`src/rtl/mem_port_arbiter.sv`:
```
// Arbitrates the single-port instruction/data RAM between instruction fetch and the load/store path.
// One access in flight at a time; round-robin on ties; Moore outputs decoded from registered state.
module mem_port_arbiter #(
    parameter int ADDR_W = 32,
    parameter int DATA_W = 32,
    parameter int RD_LAT = 1
) (
    input  logic              clk,
    input  logic              rst,
    input  logic              if_req,
    input  logic [ADDR_W-1:0] if_addr,
    output logic              if_valid,
    output logic [DATA_W-1:0] if_rdata,
    input  logic              d_req,
    input  logic              d_we,
    input  logic [ADDR_W-1:0] d_addr,
    input  logic [DATA_W-1:0] d_wdata,
    output logic              d_done,
    output logic [DATA_W-1:0] d_rdata,
    output logic              mem_en,
    output logic              mem_we,
    output logic [ADDR_W-1:0] mem_addr,
    output logic [DATA_W-1:0] mem_wdata,
    input  logic [DATA_W-1:0] mem_rdata,
    output logic              busy
);

    typedef enum logic [1:0] {IDLE, ISSUE, WAIT, DONE} state_e;
    typedef enum logic {OWN_FETCH, OWN_DATA} owner_e;

    localparam logic [2:0] LAT = 3'(RD_LAT);

    state_e            state_q,    state_d;
    logic [2:0]        cnt_q,      cnt_d;
    owner_e            owner_q,    owner_d;
    owner_e            last_gnt_q, last_gnt_d;
    logic              we_q,       we_d;
    logic [ADDR_W-1:0] addr_q,     addr_d;
    logic [DATA_W-1:0] wdata_q,    wdata_d;
    logic [DATA_W-1:0] if_rdata_q, if_rdata_d;
    logic [DATA_W-1:0] d_rdata_q,  d_rdata_d;

    // NOTE: state registers use non-blocking assignments so every flop samples pre-edge values.
    always_ff @(posedge clk) begin
        if (!rst) begin
            state_q    <= IDLE;
            cnt_q      <= '0;
            owner_q    <= OWN_FETCH;
            last_gnt_q <= OWN_DATA;
            we_q       <= 1'b0;
            addr_q     <= '0;
            wdata_q    <= '0;
            if_rdata_q <= '0;
            d_rdata_q  <= '0;
        end else begin
            state_q    <= state_d;
            cnt_q      <= cnt_d;
            owner_q    <= owner_d;
            last_gnt_q <= last_gnt_d;
            we_q       <= we_d;
            addr_q     <= addr_d;
            wdata_q    <= wdata_d;
            if_rdata_q <= if_rdata_d;
            d_rdata_q  <= d_rdata_d;
        end
    end

    // NOTE: every next-state signal is defaulted to its register first, so no latch can be inferred.
    always_comb begin
        state_d    = state_q;
        cnt_d      = cnt_q;
        owner_d    = owner_q;
        last_gnt_d = last_gnt_q;
        we_d       = we_q;
        addr_d     = addr_q;
        wdata_d    = wdata_q;
        if_rdata_d = if_rdata_q;
        d_rdata_d  = d_rdata_q;

        unique case (state_q)
            IDLE: begin
                // Fetch wins when it is alone or when data was granted last.
                if (if_req && (!d_req || last_gnt_q == OWN_DATA)) begin
                    owner_d    = OWN_FETCH;
                    last_gnt_d = OWN_FETCH;
                    we_d       = 1'b0;
                    addr_d     = if_addr;
                    wdata_d    = '0;
                    state_d    = ISSUE;
                end else if (d_req) begin
                    owner_d    = OWN_DATA;
                    last_gnt_d = OWN_DATA;
                    we_d       = d_we;
                    addr_d     = d_addr;
                    wdata_d    = d_wdata;
                    state_d    = ISSUE;
                end
            end
            ISSUE: begin
                if (we_q) begin
                    state_d = DONE;
                end else begin
                    cnt_d   = LAT;
                    state_d = WAIT;
                end
            end
            WAIT: begin
                cnt_d = cnt_q - 3'd1;
                if (cnt_q == 3'd1) begin
                    if (owner_q == OWN_FETCH) begin
                        if_rdata_d = mem_rdata;
                    end else begin
                        d_rdata_d = mem_rdata;
                    end
                    state_d = DONE;
                end
            end
            DONE: begin
                state_d = IDLE;
            end
            default: begin
                state_d = IDLE;
            end
        endcase
    end

    assign mem_en    = (state_q == ISSUE);
    assign mem_we    = (state_q == ISSUE) && we_q;
    assign mem_addr  = addr_q;
    assign mem_wdata = wdata_q;
    assign if_valid  = (state_q == DONE) && (owner_q == OWN_FETCH);
    assign d_done    = (state_q == DONE) && (owner_q == OWN_DATA);
    assign if_rdata  = if_rdata_q;
    assign d_rdata   = d_rdata_q;
    assign busy      = (state_q != IDLE);

endmodule
```
`config.mk`:
```
export PLATFORM = sky130hd
export DESIGN_NAME = mem_port_arbiter
export DESIGN_NICKNAME = d
export VERILOG_FILES = /design/src/rtl/mem_port_arbiter.sv
export SDC_FILE = /design/constraint.sdc
export NUM_CORES = 1
export LEC_CHECK = 0
export BUFFER_PORTS_ARGS = -buffer_cell sky130_fd_sc_hd__buf_2
export CORE_UTILIZATION = 48
export DETAILED_ROUTE_END_ITERATION = 16
export GPL_TIMING_DRIVEN = 0
export PLACE_DENSITY = 0.84
export SETUP_SLACK_MARGIN = 0.02
export SKIP_CTS_REPAIR_TIMING = 1
export SLEW_MARGIN = 20
export SYNTH_ARGS = -nofsm -noshare
export SYNTH_HDL_FRONTEND = slang
export SYNTH_SLANG_ARGS = --single-unit
```
`constraint.sdc`:
```
create_clock -name clk -period 4.74 [get_ports clk]
set_clock_uncertainty 0.15 [all_clocks]
set_input_delay 0.948 -clock clk [delete_from_list [all_inputs] [get_ports clk]]
set_output_delay 0.948 -clock clk [all_outputs]
set_load 0.02 [all_outputs]
```
# Word-level counts from Yosys, hierarchy flattened
# Cells that the tools add are included.
# totals
regBits	136
latch_bits	0
ram_bits	0
mem_bits_ro	0
input_bits	133
output_inout_bits	133
word_cells	48
memories	0
# op_classes
addsub	1
mul	0
div_mod_pow	0
magnitude_cmp	0
n_eq_ne	7
n_shift	0
n_mux	15
bitwise	1
reduce_logical	15
# ops
op	n
two-way mux 32 bit	4
case mux 2 bit (4 select lines)	1
two-way mux 2 bit	3
case mux 3 bit (2 select lines)	1
AND reduction 2 bit	3
AND reduction 3 bit	2
nonzero test 2 bit	3
two-way mux 1 bit	5
equality test 2 bit (second input constant)	2
logical AND 1 bit	4
inequality test 2 bit (second input constant)	2
equality test 3 x 1 -> 1 bit (second input constant)	1
two-way mux 3 bit	1
inequality test 3 bit (second input constant)	1
subtractor 3 x 1 -> 3 bit (second input constant)	1
equality test 2 x 1 -> 1 bit (second input constant)	1
logical NOT 2 bit	1
logical NOT 1 bit	1
logical OR 1 bit	1
NOT 1 bit	1

# Logic depth before layout (Yosys ltp)
# logic_depth
depth_word	5
depth_mapped	8
ltp_nobuf	6

# Least setup slack after synthesis
# Ideal clock, no wire load.
# synth_timing
kind	register -> output
from	register state_q[1]
to	output mem_we
arrival_time_ns	1.022
required_ns	3.642
path_slack_ns	2.620
path_stages_with_launch	5
n_path_buf	0
path_cell_list	dfxtp_1 -> inv_1 -> ha_1 -> nand2_1 -> inv_1
# synth_via
elab_chain_cells	2
# synth_lines
item	line_no	text
start, declared	33	state_e state_q, state_d;
start signal, assigned	56	state_q <= state_d;
equality test 2 x 1 -> 1 bit	n/a	
named net mem_en	20	output logic mem_en,
logical AND 1 bit	128	assign mem_we = (state_q == ISSUE) && we_q;
end, declared	21	output logic mem_we,
# The timed path passes the listed nets, and every way through them passes these cells.

# Final worst setup path
# layout_timing
from	register state_q[1]
to	output mem_we
# layout_via
elab_chain_cells	2
# layout_lines
item	line_no
equality test 2 x 1 -> 1 bit	128
logical AND 1 bit	128
# Every way passes these cells.

==> impl_metrics.tcl <==
set metrics [dict create \
    status "complete, no violations" \
    gp_congestion 0.865 \
    vdd_drop_max_uv 305 \
    syn_area_um2 5070 \
    post_synth.cell_area_avg_um2 8.93 \
    hp-class "register to register" \
    cts_root_buf "clkbuf_8" \
    register_area_um2 2720 \
    grt_usage 0.280 \
    final_cell_mix "buf_2 (283), dfxtp_1 (136), o21ai_0 (129)" \
    yosysWarnings 0 \
    h-tree-depth 4 \
    cp_max_fo 5 \
    setup_ws_ps 2000 \
    critPathCaptureType "output port" \
    path_cells "inv_1 -> ha_1 -> nand2_1 -> inv_1 -> buf_2" \
    synth_cells 567 \
    routed_wl_um 15400 \
    drv_cap 0 \
    crit_top_cell "inv_1" \
    dieArea_um2 11000 \
    first_global_vias 5168 \
    worstPathRequired_ps 3640 \
    finalCritPeriodShare 0.578 \
    wl_per_cell_um 15.5 \
    nFillCells 891 \
    crit_type "register to output port" \
    cts_tree "yes" \
    num_rows 37 \
    fp.dieW_um 105 \
    grt_max_degree 17 \
    drive_gt1_frac 0.368 \
    hold-worst-slack_ps 310 \
    top_usage_layer "met2" \
    antenna_found_initial 0 \
    drc 0 \
    dr.first_iter.drc_count 352 \
    grt_use_met3 0.0724 \
    diodes 0 \
    final_common_cell "buf_2" \
    port_buffers 263 \
    postRouteAntennaNets 0 \
    syn2layout_area_growth_pct 40.9 \
    synthesis.nets 707 \
    cts_sinks 136 \
    pre_cts_slack_ps 2390 \
    setup_viol 0 \
    ys_seq_area_frac 0.537 \
    synthDistinctLibCells 32 \
    power_density_nw_per_um2 528 \
    tns_ps 0 \
    p_leak_nw 3.40 \
    min_period_ps 2740 \
    clk_pin_slew_worst_paths_ps 60 \
    worstMarginPinSlew_ps 533 \
    grt_pass1_wl_um 24600 \
    use_met2 0.486 \
    fin_nets 989 \
    dr.pass1.iters 4 \
    core_um2 10300 \
    critPathArrivalTime_ps 1640 \
    ys_seq_elements 136 \
    slew_headroom 0.645 \
    ios 266 \
    multi_input_area_um2 2080 \
    num_vias 5418 \
    worst_setup_path_start_kind "register" \
    dp_hpwl_um 11200 \
    rsz0062_at_grt "false" \
    via_per_inst 5.43 \
    fmax_ghz 0.365 \
    cp_slowest_cell "dfxtp_1" \
    drv_slew 0 \
    initial_core_util 0.493 \
    cp_slowest_stage_delay_ps 400 \
    hold_violations 0 \
    die_h_um 105 \
    worstSkewPairLatency_ps 510 \
    met1_usage 0.322 \
    grt_overflow 0 \
    cts_buffers 17 \
    clockBufferDepth 2 \
]
[sequential cells by signal (all words and copies together), names as in the netlist]
| name | flops |
|---|---|
| cnt_q | 3 |
| if_rdata | 32 |
| last_gnt_q | 1 |
| mem_wdata | 32 |
| state_q | 2 |
| we_q | 1 |
| mem_addr | 32 |
| d_rdata | 32 |
| owner_q | 1 |
[stage by stage]
step / instances / power [mW] / util / area [um2]
after floorplan: 567 / 2.11 / - / 5070
after global placement: 966 / 2.45 / 0.638 / 6550
after detailed placement: 966 / 2.48 / 0.638 / 6550
after CTS: 997 / 3.79 / 0.695 / 7140
after global routing: 997 / 3.96 / 0.695 / 7140
final: 997 / 3.77 / 0.695 / 7140
[power by group]
group | total (mW) | internal [mW] | switching (mW) | leakage [nW]
Combinational | 1.03 | 0.365 | 0.668 | 2.02
Clock | 1.30 | 0.804 | 0.497 | 0.278
Sequential | 1.43 | 1.33 | 0.103 | 1.11
Total | 3.77 | 2.50 | 1.27 | 3.40
[per-layer routing]
metal	share of wire	routed length, um	vias up
li1	-	-	2624
met1	0.41	6320	2532
met2	0.50	7640	229
met3	0.066	1010	33
met4	0.029	444	0
met5	0	0	-
[logic make-up (layout without fill, tap and decap cells)]
group                      after synthesis  after routing  share of synthesized area
AOI/OAI and AO/OA                      238            238                      0.274
adders and majority gates                7              7                     0.0173
buffers and inverters                   63            357                     0.0516
DFF                                    136            136                      0.537
muxes                                    1              1                    0.00198
and+or+nand+nor                        122            122                      0.118
[cell type report]
| class | instances | area share |
|---|---|---|
| clock inverters | 13 | 0.0238 |
| repair buffers | 263 | 0.184 |
| multi-input cells | 368 | 0.292 |
| well taps | 136 | 0.0238 |
| inverters | 9 | 0.00473 |
| flip-flops and latches | 136 | 0.381 |
| plain buffers | 54 | 0.0319 |
| clock buffers | 18 | 0.0585 |
[Yosys cell counts, drive strengths merged]
cell type / n / area share
dfxtp: 136 / 0.54
o21ai: 131 / 0.13
nand3: 66 / 0.065
a21oi: 36 / 0.036
nand2: 36 / 0.027
a22o: 33 / 0.057
a31oi: 32 / 0.040
clkbuf: 31 / 0.023
buf: 23 / 0.022
inv: 9 / 0.0067
ha: 7 / 0.017
nor2: 6 / 0.0059
nand2b: 3 / 0.0037
nor2b: 3 / 0.0037
nor3: 2 / 0.0020
a2111oi: 1 / 0.0017
a211o: 1 / 0.0017
a211oi: 1 / 0.0015
and2: 1 / 0.0012
and2b: 1 / 0.0015
mux2i: 1 / 0.0020
nand4b: 1 / 0.0030
nand4bb: 1 / 0.0022
nor3b: 1 / 0.0015
o211a: 1 / 0.0020
o21a: 1 / 0.0030
o32ai: 1 / 0.0017
or3: 1 / 0.0012
[path summary, 6_finish.rpt]
path                                     to        start  slack [ps]  cells past startpoint
worst min register to register  d_rdata[31]  d_rdata[31]         310                      2
worst max-delay path                 mem_we   state_q[1]        2000                      5
worst min-delay path            d_rdata[31]  d_rdata[31]         310                      2
worst max register to register  d_rdata[21]   state_q[0]        2680                      7
[worst max-delay path: cells and delay by family (launching register included)]
kind          cells  cell delay, ps
flops             1             400
buf+inv           3             360
fa+ha+maj         1             240
simple gates      1             130
(Power assumes the default switching activity.)
